[src/rtl/msg_uart_tx.sv]
// ============================================================================
// msg_uart_tx : sends the first len characters of a writable buffer over UART
// Rev 1.0
// ============================================================================
`default_nettype none

module msg_uart_tx #(
  parameter int CLOCKS_PER_BIT = 10,
  parameter int DATA_BITS      = 8,
  parameter int PARITY         = 0,
  parameter int STOP_BITS      = 1,
  parameter int MAX_LEN        = 16,
  parameter int ADDR_W         = $clog2(MAX_LEN)
) (
  input  logic                 clk,
  input  logic                 rst,
  input  logic                 wr_en,
  input  logic [ADDR_W-1:0]    wr_addr,
  input  logic [DATA_BITS-1:0] wr_data,
  input  logic [ADDR_W:0]      len,
  input  logic                 trigger,
  input  logic                 abort,
  output logic                 sending,
  output logic                 tx,
  output logic [DATA_BITS-1:0] data,
  output logic                 done
);

  localparam int CNT_W = $clog2(STOP_BITS * CLOCKS_PER_BIT + 1);
  localparam int BIT_W = $clog2(DATA_BITS);
  localparam logic [CNT_W-1:0] BIT_END  = CNT_W'(CLOCKS_PER_BIT - 1);
  localparam logic [CNT_W-1:0] STOP_END = CNT_W'(STOP_BITS * CLOCKS_PER_BIT - 1);
  localparam logic [BIT_W-1:0] LAST_BIT = BIT_W'(DATA_BITS - 1);

  typedef enum logic [2:0] {
    S_IDLE  = 3'd0,
    S_START = 3'd1,
    S_DATA  = 3'd2,
    S_PAR   = 3'd3,
    S_STOP  = 3'd4
  } state_t;

  state_t               state_q, state_d;
  logic [CNT_W-1:0]     clk_cnt_q, clk_cnt_d;
  logic [BIT_W-1:0]     bit_cnt_q, bit_cnt_d;
  logic [ADDR_W-1:0]    char_idx_q, char_idx_d;
  logic [ADDR_W:0]      len_q, len_d;
  logic                 tx_q, tx_d;
  logic                 sending_q, sending_d;
  logic                 done_q, done_d;
  logic [DATA_BITS-1:0] data_q, data_d;

  logic [DATA_BITS-1:0] mem_q [MAX_LEN];

  logic [ADDR_W-1:0]    idx_nxt;
  logic [ADDR_W:0]      idx_inc;
  logic [BIT_W-1:0]     bit_nxt;
  logic                 par_bit;
  logic                 bit_end;

  assign idx_nxt = char_idx_q + ADDR_W'(1);
  assign idx_inc = {1'b0, char_idx_q} + (ADDR_W+1)'(1);
  assign bit_nxt = bit_cnt_q + BIT_W'(1);
  assign bit_end = (clk_cnt_q == BIT_END);
  assign par_bit = (PARITY == 1) ? ~(^data_q) : (^data_q);

  // Buffer is deliberately left out of reset so contents survive it.
  always_ff @(posedge clk) begin
    if (wr_en && state_q == S_IDLE)
      mem_q[wr_addr] <= wr_data;
  end

  always_comb begin
    state_d    = state_q;
    clk_cnt_d  = clk_cnt_q + CNT_W'(1);
    bit_cnt_d  = bit_cnt_q;
    char_idx_d = char_idx_q;
    len_d      = len_q;
    tx_d       = tx_q;
    sending_d  = sending_q;
    done_d     = 1'b0;
    data_d     = data_q;

    case (state_q)
      S_IDLE: begin
        clk_cnt_d = '0;
        bit_cnt_d = '0;
        tx_d      = 1'b1;
        sending_d = 1'b0;
        if (trigger && !abort) begin
          if (len != '0) begin
            state_d    = S_START;
            len_d      = len;
            char_idx_d = '0;
            sending_d  = 1'b1;
            tx_d       = 1'b0;
            data_d     = mem_q[ADDR_W'(0)];
          end else begin
            done_d = 1'b1;
          end
        end
      end
      S_START: begin
        if (bit_end) begin
          clk_cnt_d = '0;
          bit_cnt_d = '0;
          state_d   = S_DATA;
          tx_d      = data_q[0];
        end
      end
      S_DATA: begin
        if (bit_end) begin
          clk_cnt_d = '0;
          if (bit_cnt_q == LAST_BIT) begin
            if (PARITY != 0) begin
              state_d = S_PAR;
              tx_d    = par_bit;
            end else begin
              state_d = S_STOP;
              tx_d    = 1'b1;
            end
          end else begin
            bit_cnt_d = bit_nxt;
            tx_d      = data_q[bit_nxt];
          end
        end
      end
      S_PAR: begin
        if (bit_end) begin
          clk_cnt_d = '0;
          state_d   = S_STOP;
          tx_d      = 1'b1;
        end
      end
      S_STOP: begin
        if (clk_cnt_q == STOP_END) begin
          clk_cnt_d = '0;
          // Next character starts straight out of the stop bit, no idle gap.
          if (idx_inc < len_q) begin
            char_idx_d = idx_nxt;
            data_d     = mem_q[idx_nxt];
            state_d    = S_START;
            tx_d       = 1'b0;
          end else begin
            state_d   = S_IDLE;
            sending_d = 1'b0;
            done_d    = 1'b1;
            tx_d      = 1'b1;
          end
        end
      end
      default: begin
        state_d   = S_IDLE;
        tx_d      = 1'b1;
        sending_d = 1'b0;
      end
    endcase

    if (abort && state_q != S_IDLE) begin
      state_d   = S_IDLE;
      clk_cnt_d = '0;
      bit_cnt_d = '0;
      tx_d      = 1'b1;
      sending_d = 1'b0;
      done_d    = 1'b0;
    end
  end

  always_ff @(posedge clk or negedge rst) begin
    if (!rst) begin
      state_q    <= S_IDLE;
      clk_cnt_q  <= '0;
      bit_cnt_q  <= '0;
      char_idx_q <= '0;
      len_q      <= '0;
      tx_q       <= 1'b1;
      sending_q  <= 1'b0;
      done_q     <= 1'b0;
      data_q     <= '0;
    end else begin
      state_q    <= state_d;
      clk_cnt_q  <= clk_cnt_d;
      bit_cnt_q  <= bit_cnt_d;
      char_idx_q <= char_idx_d;
      len_q      <= len_d;
      tx_q       <= tx_d;
      sending_q  <= sending_d;
      done_q     <= done_d;
      data_q     <= data_d;
    end
  end

  assign tx      = tx_q;
  assign sending = sending_q;
  assign done    = done_q;
  assign data    = data_q;

endmodule

`default_nettype wire
[config.mk]
export PLATFORM = sky130hd
export DESIGN_NAME = msg_uart_tx
export DESIGN_NICKNAME = d
export VERILOG_FILES = /design/src/rtl/msg_uart_tx.sv
export SDC_FILE = /design/constraint.sdc
export NUM_CORES = 1
export LEC_CHECK = 0
export ABC_AREA = 1
export CORE_MARGIN = 1.5
export CORE_UTILIZATION = 55
export CTS_CLUSTER_SIZE = 20
export DETAILED_ROUTE_END_ITERATION = 10
export MAX_ROUTING_LAYER = met4
export PLACE_DENSITY_LB_ADDON = 0.25
export SETUP_SLACK_MARGIN = 0.1
export SYNTH_ARGS = -nofsm -noshare
export SYNTH_HDL_FRONTEND = slang
export SYNTH_SLANG_ARGS = --single-unit
[constraint.sdc]
create_clock -name clk -period 2.12 [get_ports clk]
set_input_delay 0.424 -clock clk [delete_from_list [all_inputs] [get_ports clk]]
set_output_delay 0.424 -clock clk [all_outputs]
set_load 0.01 [all_outputs]
==> impl_metrics.env, run 1 <==
export IMPL_dr_first_iter_drc_count=454
export IMPL_drcViolationCount=0
export IMPL_top_usage_layer="met2"
export IMPL_die_area_mm2=0.0141
export IMPL_whs_ns=0.382
export IMPL_hpwl_um=10500
export IMPL_fill_cells=1006
export IMPL_fin_crit_ns=2.04
export IMPL_ant_nets=0
export IMPL_synth_cell_type_count=31
export IMPL_initial_utilization_pct=56.0
export IMPL_gp_congestion=0.887
export IMPL_syn_avg_cell_area_um2=9.38
export IMPL_path_max_fanout=7
export IMPL_cts_made_buffers=17
export IMPL_finalClockSkew_ns=0.00958
export IMPL_period_share_pct=96.3
export IMPL_status="finished clean"
export IMPL_worst_slew_pin_slew_ns=0.714
export IMPL_wl_per_cell_um=15.3
export IMPL_grt_use_met3_pct=4.54
export IMPL_grtUsageMet2_pct=38.8
export IMPL_final_setup_viol_count=0
export IMPL_grt_use_met1_pct=31.5
export IMPL_crit_path_cell_trace="ha_4 -> xor2_4 -> ha_4 -> nand2_2 -> nor2_2 -> nand2_1 -> nand3_2 -> nand2_2 -> nand2_4 -> buf_8 -> nor2_2 -> a21oi_1"
export IMPL_maxCapViolCount=0
export IMPL_placed_cell_area_mm2=0.00809
export IMPL_power_density_mw_per_mm2=1000
export IMPL_cts_num_sinks=158
export IMPL_slew_violations=0
export IMPL_synth_warnings=0
export IMPL_critical_path_class="reg -> reg"
export IMPL_drt_pass1_iter_count=9
export IMPL_grt_total_usage_pct=24.5
export IMPL_syn_num_nets=815
export IMPL_fin_cells=1041
export IMPL_irDropWorstVdd_v=0.000577
export IMPL_htreeDepth=4
export IMPL_die_h_um=119
export IMPL_slowest_stage="dfrtp_2"
export IMPL_relSlewSlack_pct=52.2
export IMPL_clk_latency_ns=0.43
export IMPL_power_leakage_nw=3.83
export IMPL_ys_ff_latch=158
export IMPL_dp_slack_ns=0.0114
export IMPL_nets=883
export IMPL_clkTransAtPathRegs_ns=0.07
export IMPL_num_rows=42
export IMPL_syn_area_mm2=0.00735
export IMPL_area_growth_pct=19.4
export IMPL_grt_overflow=0
export IMPL_stdcell_area_mm2=0.00878
export IMPL_hold_viol=0
export IMPL_wirelength_um=15900
export IMPL_clockBufferDepth=2
export IMPL_fmax_mhz=490
export IMPL_routed_via_density=5.18
export IMPL_grt_pass1_wl_um=25600
export IMPL_port_buffers=32
export IMPL_synth_edf_count=128
export IMPL_yosysTopAreaCell="edfxtp_1"
export IMPL_cp_slowest_stage_delay_ns=0.46
export IMPL_critPathArrivalTime_ns=2.38
export IMPL_ys_async_sr_fraction_pct=19.0
export IMPL_utilization_pct=66.8
export IMPL_yosysSeqAreaShare_pct=62.5
export IMPL_syn_inst=784
export IMPL_synth_top_cell_area_share_pct=52.3
export IMPL_startpoint="char_idx_q[0]"
export IMPL_antenna_found_initial=0
export IMPL_fin_ws_ns=0.0788
export IMPL_rsz0062_at_grt="true"
export IMPL_layout_cells_most_common="nand2_1"
export IMPL_timing_rr_start="char_idx_q[0]"
export IMPL_worstPathRequired_ns=2.46
export IMPL_layout_common_cells="nand2_1 (208), inv_1 (133), edfxtp_1 (128), nand3_1 (112), nor2_1 (74)"
export IMPL_clock_root_buffer="clkbuf_16"
export IMPL_synthFlopType="edfxtp_1"
export IMPL_grt_max_degree=43
export IMPL_core_area_mm2=0.0131
export IMPL_r2r_slack_ns=0.08
export IMPL_cp_start_kind="flop"
export IMPL_die_w_um=119
export IMPL_power_mw=8.78
export IMPL_diodes=0
export IMPL_end_kind="flop"
export IMPL_critPathBufInv=1
export IMPL_layout_drive_gt1_share_pct=12.9
export IMPL_dp_cells=1003
export IMPL_ctsHoldBuffers=0
export IMPL_critPathTopFamily="simple AND/OR/NAND/NOR gates"
export IMPL_io_pins=33
export IMPL_cts_tree="built"
export IMPL_first_global_vias=5097
export IMPL_synth_area_leaders="edfxtp_1 (52%), nand2_1 (11%), dfrtp_1 (9.9%), nand3_1 (7.7%), inv_1 (6.8%)"
export IMPL_via_count=5396
export IMPL_tns_ns=0
export IMPL_hold_class="in -> async"
[registers in the layout, summed over array words and instances, names as in the netlist]
name,cells
mem_q,128
bit_cnt_q,3
done,1
state_q,3
data,8
len_q,5
char_idx_q,4
sending,1
clk_cnt_q,4
tx,1
[final timing paths]
kind                              end  cells after the start
setup / recovery              data[1]                     12
hold / removal             state_q[0]                      2
setup reg to reg              data[1]                     12
hold reg to reg               sending                      2
max in group asynchronous          tx                      2
min in group clk              sending                      2
[layout make-up]
cell class	count	area (um2)	share of cell area, %
Timing Repair Buffer	74	659	7.51
Multi-Input combinational cell	464	2230	25.4
Tap cell	176	220	2.51
Clock inverter	15	128	1.45
Clock buffer	17	425	4.85
Inverter	137	519	5.91
Sequential cell	158	4600	52.4
[cell usage after synthesis, types with 2 or more instances]
library cell / number
a21oi_1: 13
buf_2: 13
buf_4: 2
buf_6: 2
clkbuf_1: 8
dfrtp_1: 29
edfxtp_1: 128
ha_1: 9
inv_1: 133
inv_2: 4
nand2_1: 213
nand2_2: 3
nand3_1: 113
nand4_1: 2
nor2_1: 82
o21ai_0: 10
o21ai_1: 4
xor2_2: 3
[worst reg2reg max path, delay by kind of cell (launching register included)]
kind | cells | cell delay, ns
AOI/OAI and AO/OA | 1 | 0.16
and+or+nand+nor | 7 | 0.55
buffers and inverters | 1 | 0.16
xor gates and xnor gates | 1 | 0.17
DFF | 1 | 0.46
adders and majority gates | 2 | 0.47
[report_power, final]
part | total (mW) | internal (mW) | switching (mW) | leakage, nW
Sequential | 3.81 | 3.61 | 0.200 | 1.53
Clock | 2.84 | 1.53 | 1.31 | 0.254
Combinational | 2.13 | 0.814 | 1.32 | 2.05
Total | 8.78 | 5.95 | 2.83 | 3.83
[layer usage]
metal  routed length (um)  vias to the layer above
li1                     -                     2655
met5                    0                        -
met1                 6720                     2503
met2                 7830                      207
met3                  988                       31
met4                  363                        0
[what timing repair did]
action / CTS / global route
hold endpoints to repair: 0 / 0
pin swaps: 2 / 15
setup buffers: 4 / 2
gates resized for setup: 6 / 21
endpoints found under the setup margin: 12 / 13
[cell families (layout without fill, tap and decap cells)]
kind of cell             Yosys count  count (layout)  synth area share [%]
multiplexers                       1               1                 0.153
AO/OA/AOI/OAI                     31              31                  2.25
buffers and inverters            162             243                  8.80
XOR/XNOR                           6               6                  1.12
flip-flops                       158             158                  62.5
AND/OR/NAND/NOR                  417             417                  23.6
adder cells (fa/ha/maj)            9               9                  1.53
(Power assumes the default switching activity.)
==> run 2, diff against run 1 <==
--- a/config.mk
+++ b/config.mk
@@ -7,7 +7,7 @@
 export LEC_CHECK = 0
 export ABC_AREA = 1
 export CORE_MARGIN = 1.5
-export CORE_UTILIZATION = 55
+export CORE_UTILIZATION = 28
 export CTS_CLUSTER_SIZE = 20
 export DETAILED_ROUTE_END_ITERATION = 10
 export MAX_ROUTING_LAYER = met4
==> constraint.sdc (replaced) <==
create_clock -name clk -period 2 [get_ports clk]
set_input_delay 0.4 -clock clk [delete_from_list [all_inputs] [get_ports clk]]
set_output_delay 0.4 -clock clk [all_outputs]
set_load 0.01 [all_outputs]
==> impl_metrics.env, run 2 (synthesized netlist as in run 1, its figures left out) <==
export IMPL_status="finished clean"
export IMPL_fmax_mhz=514
export IMPL_layout_common_cells="nand2_1 (210), inv_1 (133), edfxtp_1 (128), nand3_1 (111), nor2_1 (72)"
export IMPL_critical_path_class="reg -> reg"
export IMPL_drcViolationCount=0
export IMPL_first_global_vias=4954
export IMPL_grt_max_degree=75
export IMPL_grt_total_usage_pct=14.0
export IMPL_clockBufferDepth=2
export IMPL_ctsHoldBuffers=0
export IMPL_fin_crit_ns=1.95
export IMPL_relSlewSlack_pct=67.8
export IMPL_clk_latency_ns=0.43
export IMPL_maxCapViolCount=0
export IMPL_hold_class="in -> async"
export IMPL_slowest_stage="dfrtp_2"
export IMPL_hpwl_um=11400
export IMPL_critPathTopFamily="simple AND/OR/NAND/NOR gates"
export IMPL_die_area_mm2=0.0272
export IMPL_power_density_mw_per_mm2=1050
export IMPL_clkTransAtPathRegs_ns=0.07
export IMPL_power_mw=9.62
export IMPL_worst_slew_pin_slew_ns=0.483
export IMPL_layout_cells_most_common="nand2_1"
export IMPL_rsz0062_at_grt="true"
export IMPL_io_pins=33
export IMPL_cp_slowest_stage_delay_ns=0.45
export IMPL_crit_path_cell_trace="ha_4 -> nand2_2 -> nor2_2 -> ha_1 -> nand2_1 -> inv_1 -> nand2_1 -> nand3_2 -> nand2_2 -> nand2_4 -> buf_12 -> nor2_2 -> a21oi_1"
export IMPL_routed_via_density=4.24
export IMPL_wl_per_cell_um=14.1
export IMPL_placed_cell_area_mm2=0.00846
export IMPL_cts_num_sinks=158
export IMPL_cp_start_kind="flop"
export IMPL_hold_viol=0
export IMPL_largest_reg_flops=128
export IMPL_drt_pass1_iter_count=4
export IMPL_grt_pass1_wl_um=27500
export IMPL_dp_cells=1177
export IMPL_area_growth_pct=24.8
export IMPL_top_register="mem_q"
export IMPL_port_buffers=32
export IMPL_nets=894
export IMPL_timing_rr_start="char_idx_q[1]"
export IMPL_num_rows=59
export IMPL_htreeDepth=4
export IMPL_dr_first_iter_drc_count=318
export IMPL_gp_congestion=0.778
export IMPL_finalClockSkew_ns=0.0132
export IMPL_dp_slack_ns=0.0300
export IMPL_period_share_pct=97.3
export IMPL_grt_overflow=0
export IMPL_r2r_slack_ns=0.05
export IMPL_worstPathRequired_ns=2.31
export IMPL_core_area_mm2=0.0259
export IMPL_tns_ns=0
export IMPL_utilization_pct=35.4
export IMPL_irDropWorstVdd_v=0.000458
export IMPL_initial_utilization_pct=28.4
export IMPL_whs_ns=0.377
export IMPL_slew_violations=0
export IMPL_critPathBufInv=2
export IMPL_diodes=0
export IMPL_antenna_found_initial=0
export IMPL_fin_cells=1210
export IMPL_power_leakage_nw=3.95
export IMPL_ant_nets=0
export IMPL_r2r_cells=13
export IMPL_wirelength_um=17000
export IMPL_r2r_end="data[1]"
export IMPL_stdcell_area_mm2=0.00917
export IMPL_clock_root_buffer="clkbuf_16"
export IMPL_via_count=5132
export IMPL_end_kind="flop"
export IMPL_cts_made_buffers=17
export IMPL_die_w_um=165
export IMPL_path_max_fanout=8
export IMPL_final_setup_viol_count=0
export IMPL_fin_ws_ns=0.0533
export IMPL_die_h_um=165
export IMPL_layout_drive_gt1_share_pct=14.5
export IMPL_cts_tree="built"
export IMPL_critPathArrivalTime_ns=2.26
==> run 2: worst max-delay path by stage <==
stage,start,end,cells after the start
6_report,char_idx_q[1],data[1],13
4_1_cts,char_idx_q[0],char_idx_q[1],13
5_1_grt,char_idx_q[1],char_idx_q[0],13
3_3_place_gp,wr_en,mem_q[7][2],7
2_1_floorplan,char_idx_q[0],data[1],13
3_5_place_dp,char_idx_q[0],data[7],12
==> run 2: power breakdown <==
part | internal [mW] | switching (mW) | total (mW)
combinational | 0.945 | 1.46 | 2.40
sequential | 3.82 | 0.208 | 4.03
clock | 1.76 | 1.43 | 3.18
==> run 2: per-layer routing <==
| layer | vias to the layer above | GRT usage, % | routed length [um] |
|---|---|---|---|
| li1 | 2663 | - | - |
| met1 | 2361 | 19.1 | 8530 |
| met2 | 95 | 20.7 | 7510 |
| met3 | 13 | 3.21 | 710 |
| met4 | 0 | 4.22 | 262 |
| met5 | - | - | 0 |
==> run 2: worst reg2reg max path, delay by kind of cell, from the launching register on <==
family	cells	cell delay, ns
compound gates	1	0.06
fa+ha+maj	2	0.52
buf+inv	2	0.20
flops	1	0.45
simple gates	8	0.59
==> run 2: repair_timing <==
action                     4_1_cts  5_1_grt
gates resized for setup          6       31
pin swaps                        4       14
setup endpoints to repair       15      136
setup buffers                    2        0
==> run 2: cell type report <==
cell class                 count  area [um2]
fill                        2628       16700
sequential                   158        4600
multi-input combinational    464        2270
inverter                     137         519
clock inverter                14         146
clock buffer                  17         425
timing repair buffer          85         796
tap                          335         419
==> run 3, diff against run 2 <==
--- a/config.mk
+++ b/config.mk
@@ -6,10 +6,11 @@
 export NUM_CORES = 1
 export LEC_CHECK = 0
 export ABC_AREA = 1
-export CORE_MARGIN = 1.5
-export CORE_UTILIZATION = 28
+export CORE_MARGIN = 3
+export CORE_UTILIZATION = 45
 export CTS_CLUSTER_SIZE = 20
 export DETAILED_ROUTE_END_ITERATION = 10
+export HOLD_SLACK_MARGIN = 0.06
 export MAX_ROUTING_LAYER = met4
 export PLACE_DENSITY_LB_ADDON = 0.25
 export SETUP_SLACK_MARGIN = 0.1
==> impl_metrics.env, run 3 (synthesized netlist as in run 1, its figures left out) <==
export IMPL_slew_violations=0
export IMPL_grt_total_usage_pct=20.9
export IMPL_cp_slowest_stage_delay_ns=0.45
export IMPL_htreeDepth=4
export IMPL_num_rows=46
export IMPL_cts_tree="built"
export IMPL_worst_slew_pin_slew_ns=0.501
export IMPL_stdcell_area_mm2=0.00899
export IMPL_fmax_mhz=515
export IMPL_ant_nets=0
export IMPL_clkTransAtPathRegs_ns=0.07
export IMPL_clock_root_buffer="clkbuf_16"
export IMPL_via_count=5413
export IMPL_worstPathRequired_ns=2.35
export IMPL_cts_made_buffers=17
export IMPL_wirelength_um=17100
export IMPL_crit_path_cell_trace="ha_4 -> xor2_4 -> ha_4 -> nand2_1 -> nor2_1 -> nand2_1 -> nand3_2 -> nand2_2 -> nand2_4 -> buf_6 -> nor2_1 -> a21oi_1"
export IMPL_r2r_end="data[0]"
export IMPL_layout_common_cells="nand2_1 (210), inv_1 (133), edfxtp_1 (128), nand3_1 (110), nor2_1 (75)"
export IMPL_end_kind="flop"
export IMPL_fill_cells=1374
export IMPL_power_mw=9.59
export IMPL_hold_class="in -> async"
export IMPL_finalClockSkew_ns=0.0105
export IMPL_top_register="mem_q"
export IMPL_initial_utilization_pct=46.1
export IMPL_critPathArrivalTime_ns=2.29
export IMPL_clk_latency_ns=0.43
export IMPL_gp_congestion=0.911
export IMPL_die_w_um=134
export IMPL_clockBufferDepth=2
export IMPL_critical_path_class="reg -> reg"
export IMPL_irDropWorstVdd_v=0.000658
export IMPL_grt_max_degree=57
export IMPL_die_area_mm2=0.0179
export IMPL_layout_drive_gt1_share_pct=14.1
export IMPL_largest_reg_flops=128
export IMPL_maxCapViolCount=0
export IMPL_drt_pass1_iter_count=6
export IMPL_final_setup_viol_count=0
export IMPL_hold_viol=0
export IMPL_slowest_stage="dfrtp_2"
export IMPL_timing_rr_start="char_idx_q[1]"
export IMPL_drcViolationCount=0
export IMPL_dr_first_iter_drc_count=505
export IMPL_layout_cells_most_common="nand2_1"
export IMPL_ctsHoldBuffers=0
export IMPL_regArea_mm2=0.00460
export IMPL_core_area_mm2=0.0159
export IMPL_multi_input_area_mm2=0.00226
export IMPL_io_pins=33
export IMPL_die_h_um=134
export IMPL_diodes=0
export IMPL_nets=891
export IMPL_wl_per_cell_um=15.7
export IMPL_relSlewSlack_pct=66.6
export IMPL_fin_crit_ns=1.94
export IMPL_routed_via_density=4.97
export IMPL_path_max_fanout=5
export IMPL_cp_start_kind="flop"
export IMPL_period_share_pct=97.1
export IMPL_r2r_slack_ns=0.06
export IMPL_power_density_mw_per_mm2=1070
export IMPL_status="finished clean"
export IMPL_antenna_found_initial=0
export IMPL_rsz0062_at_grt="true"
export IMPL_tns_ns=0
export IMPL_cts_num_sinks=158
export IMPL_grt_overflow=0
export IMPL_first_global_vias=5448
export IMPL_grt_pass1_wl_um=28100
export IMPL_area_growth_pct=22.3
export IMPL_power_leakage_nw=3.94
export IMPL_port_buffers=32
export IMPL_r2r_cells=12
export IMPL_whs_ns=0.374
export IMPL_hpwl_um=11200
export IMPL_placed_cell_area_mm2=0.00826
## run 3: changes by cell type in the layout (fill, tap and decap cells not counted), sizes merged
cell / change
clkinvlp: -2
clkbuf: +1
dlymetal6s2s: +1
clkinv: +4
dlygate4sd2: -1
inv: -2
buf: -3
## run 3: worst max-delay path by stage
stage	startpoint	end	slack, ns	cells after the start
after floorplan	char_idx_q[0]	data[1]	0.04	13
after global placement	char_idx_q[2]	data[2]	-0.01	12
after detailed placement	char_idx_q[2]	data[6]	-0.08	12
after CTS	char_idx_q[1]	data[4]	0.06	13
after global routing	char_idx_q[1]	data[5]	-0.07	13
final	char_idx_q[1]	data[0]	0.06	12
## run 3: critical path: cells and delay by family (launching register included)
kind                     cells  cell delay [ns]
AND/OR/NAND/NOR              7             0.50
XOR/XNOR                     1             0.16
AO/OA/AOI/OAI                1             0.13
adder cells (fa/ha/maj)      2             0.47
buffers and inverters        1             0.14
flip-flops                   1             0.45
## run 3: stage by stage
| stage | utilization, % | instances | worst slack, ns |
|---|---|---|---|
| after floorplan | - | 784 | 0.0389 |
| after global placement | 51.8 | 1052 | -0.0106 |
| after global routing | 56.4 | 1089 | -0.0732 |
| final | 56.4 | 1089 | 0.0580 |
| after CTS | 55.9 | 1089 | 0.0575 |
| after detailed placement | 51.8 | 1052 | -0.0824 |
## run 3: layer usage
metal	routed length, um	GRT usage [%]
met1	7610	26.9
met5	0	-
met2	8140	32.9
met3	1040	4.80
met4	345	7.14
## run 3: power by group
part | internal, mW | switching [mW]
logic | 0.945 | 1.45
clock network | 1.76 | 1.40
registers | 3.83 | 0.208
## run 3: layout make-up
type / instances / area share, %
Clock buffer: 18 / 4.77
Clock inverter: 14 / 1.66
Multi-Input combinational cell: 464 / 25.2
Sequential cell: 158 / 51.1
Tap cell: 216 / 3.01
Timing Repair Buffer: 82 / 8.49
Inverter: 137 / 5.77
## run 3: timing repair
| item | 4_1_cts | 5_1_grt |
|---|---|---|
| setup endpoints to repair | 16 | 29 |
| gates cloned | 1 | 0 |
| buffers inserted | 4 | 0 |
| pin swaps | 8 | 13 |
| endpoints found under the hold margin | 0 | 0 |
| gates resized for setup | 13 | 23 |
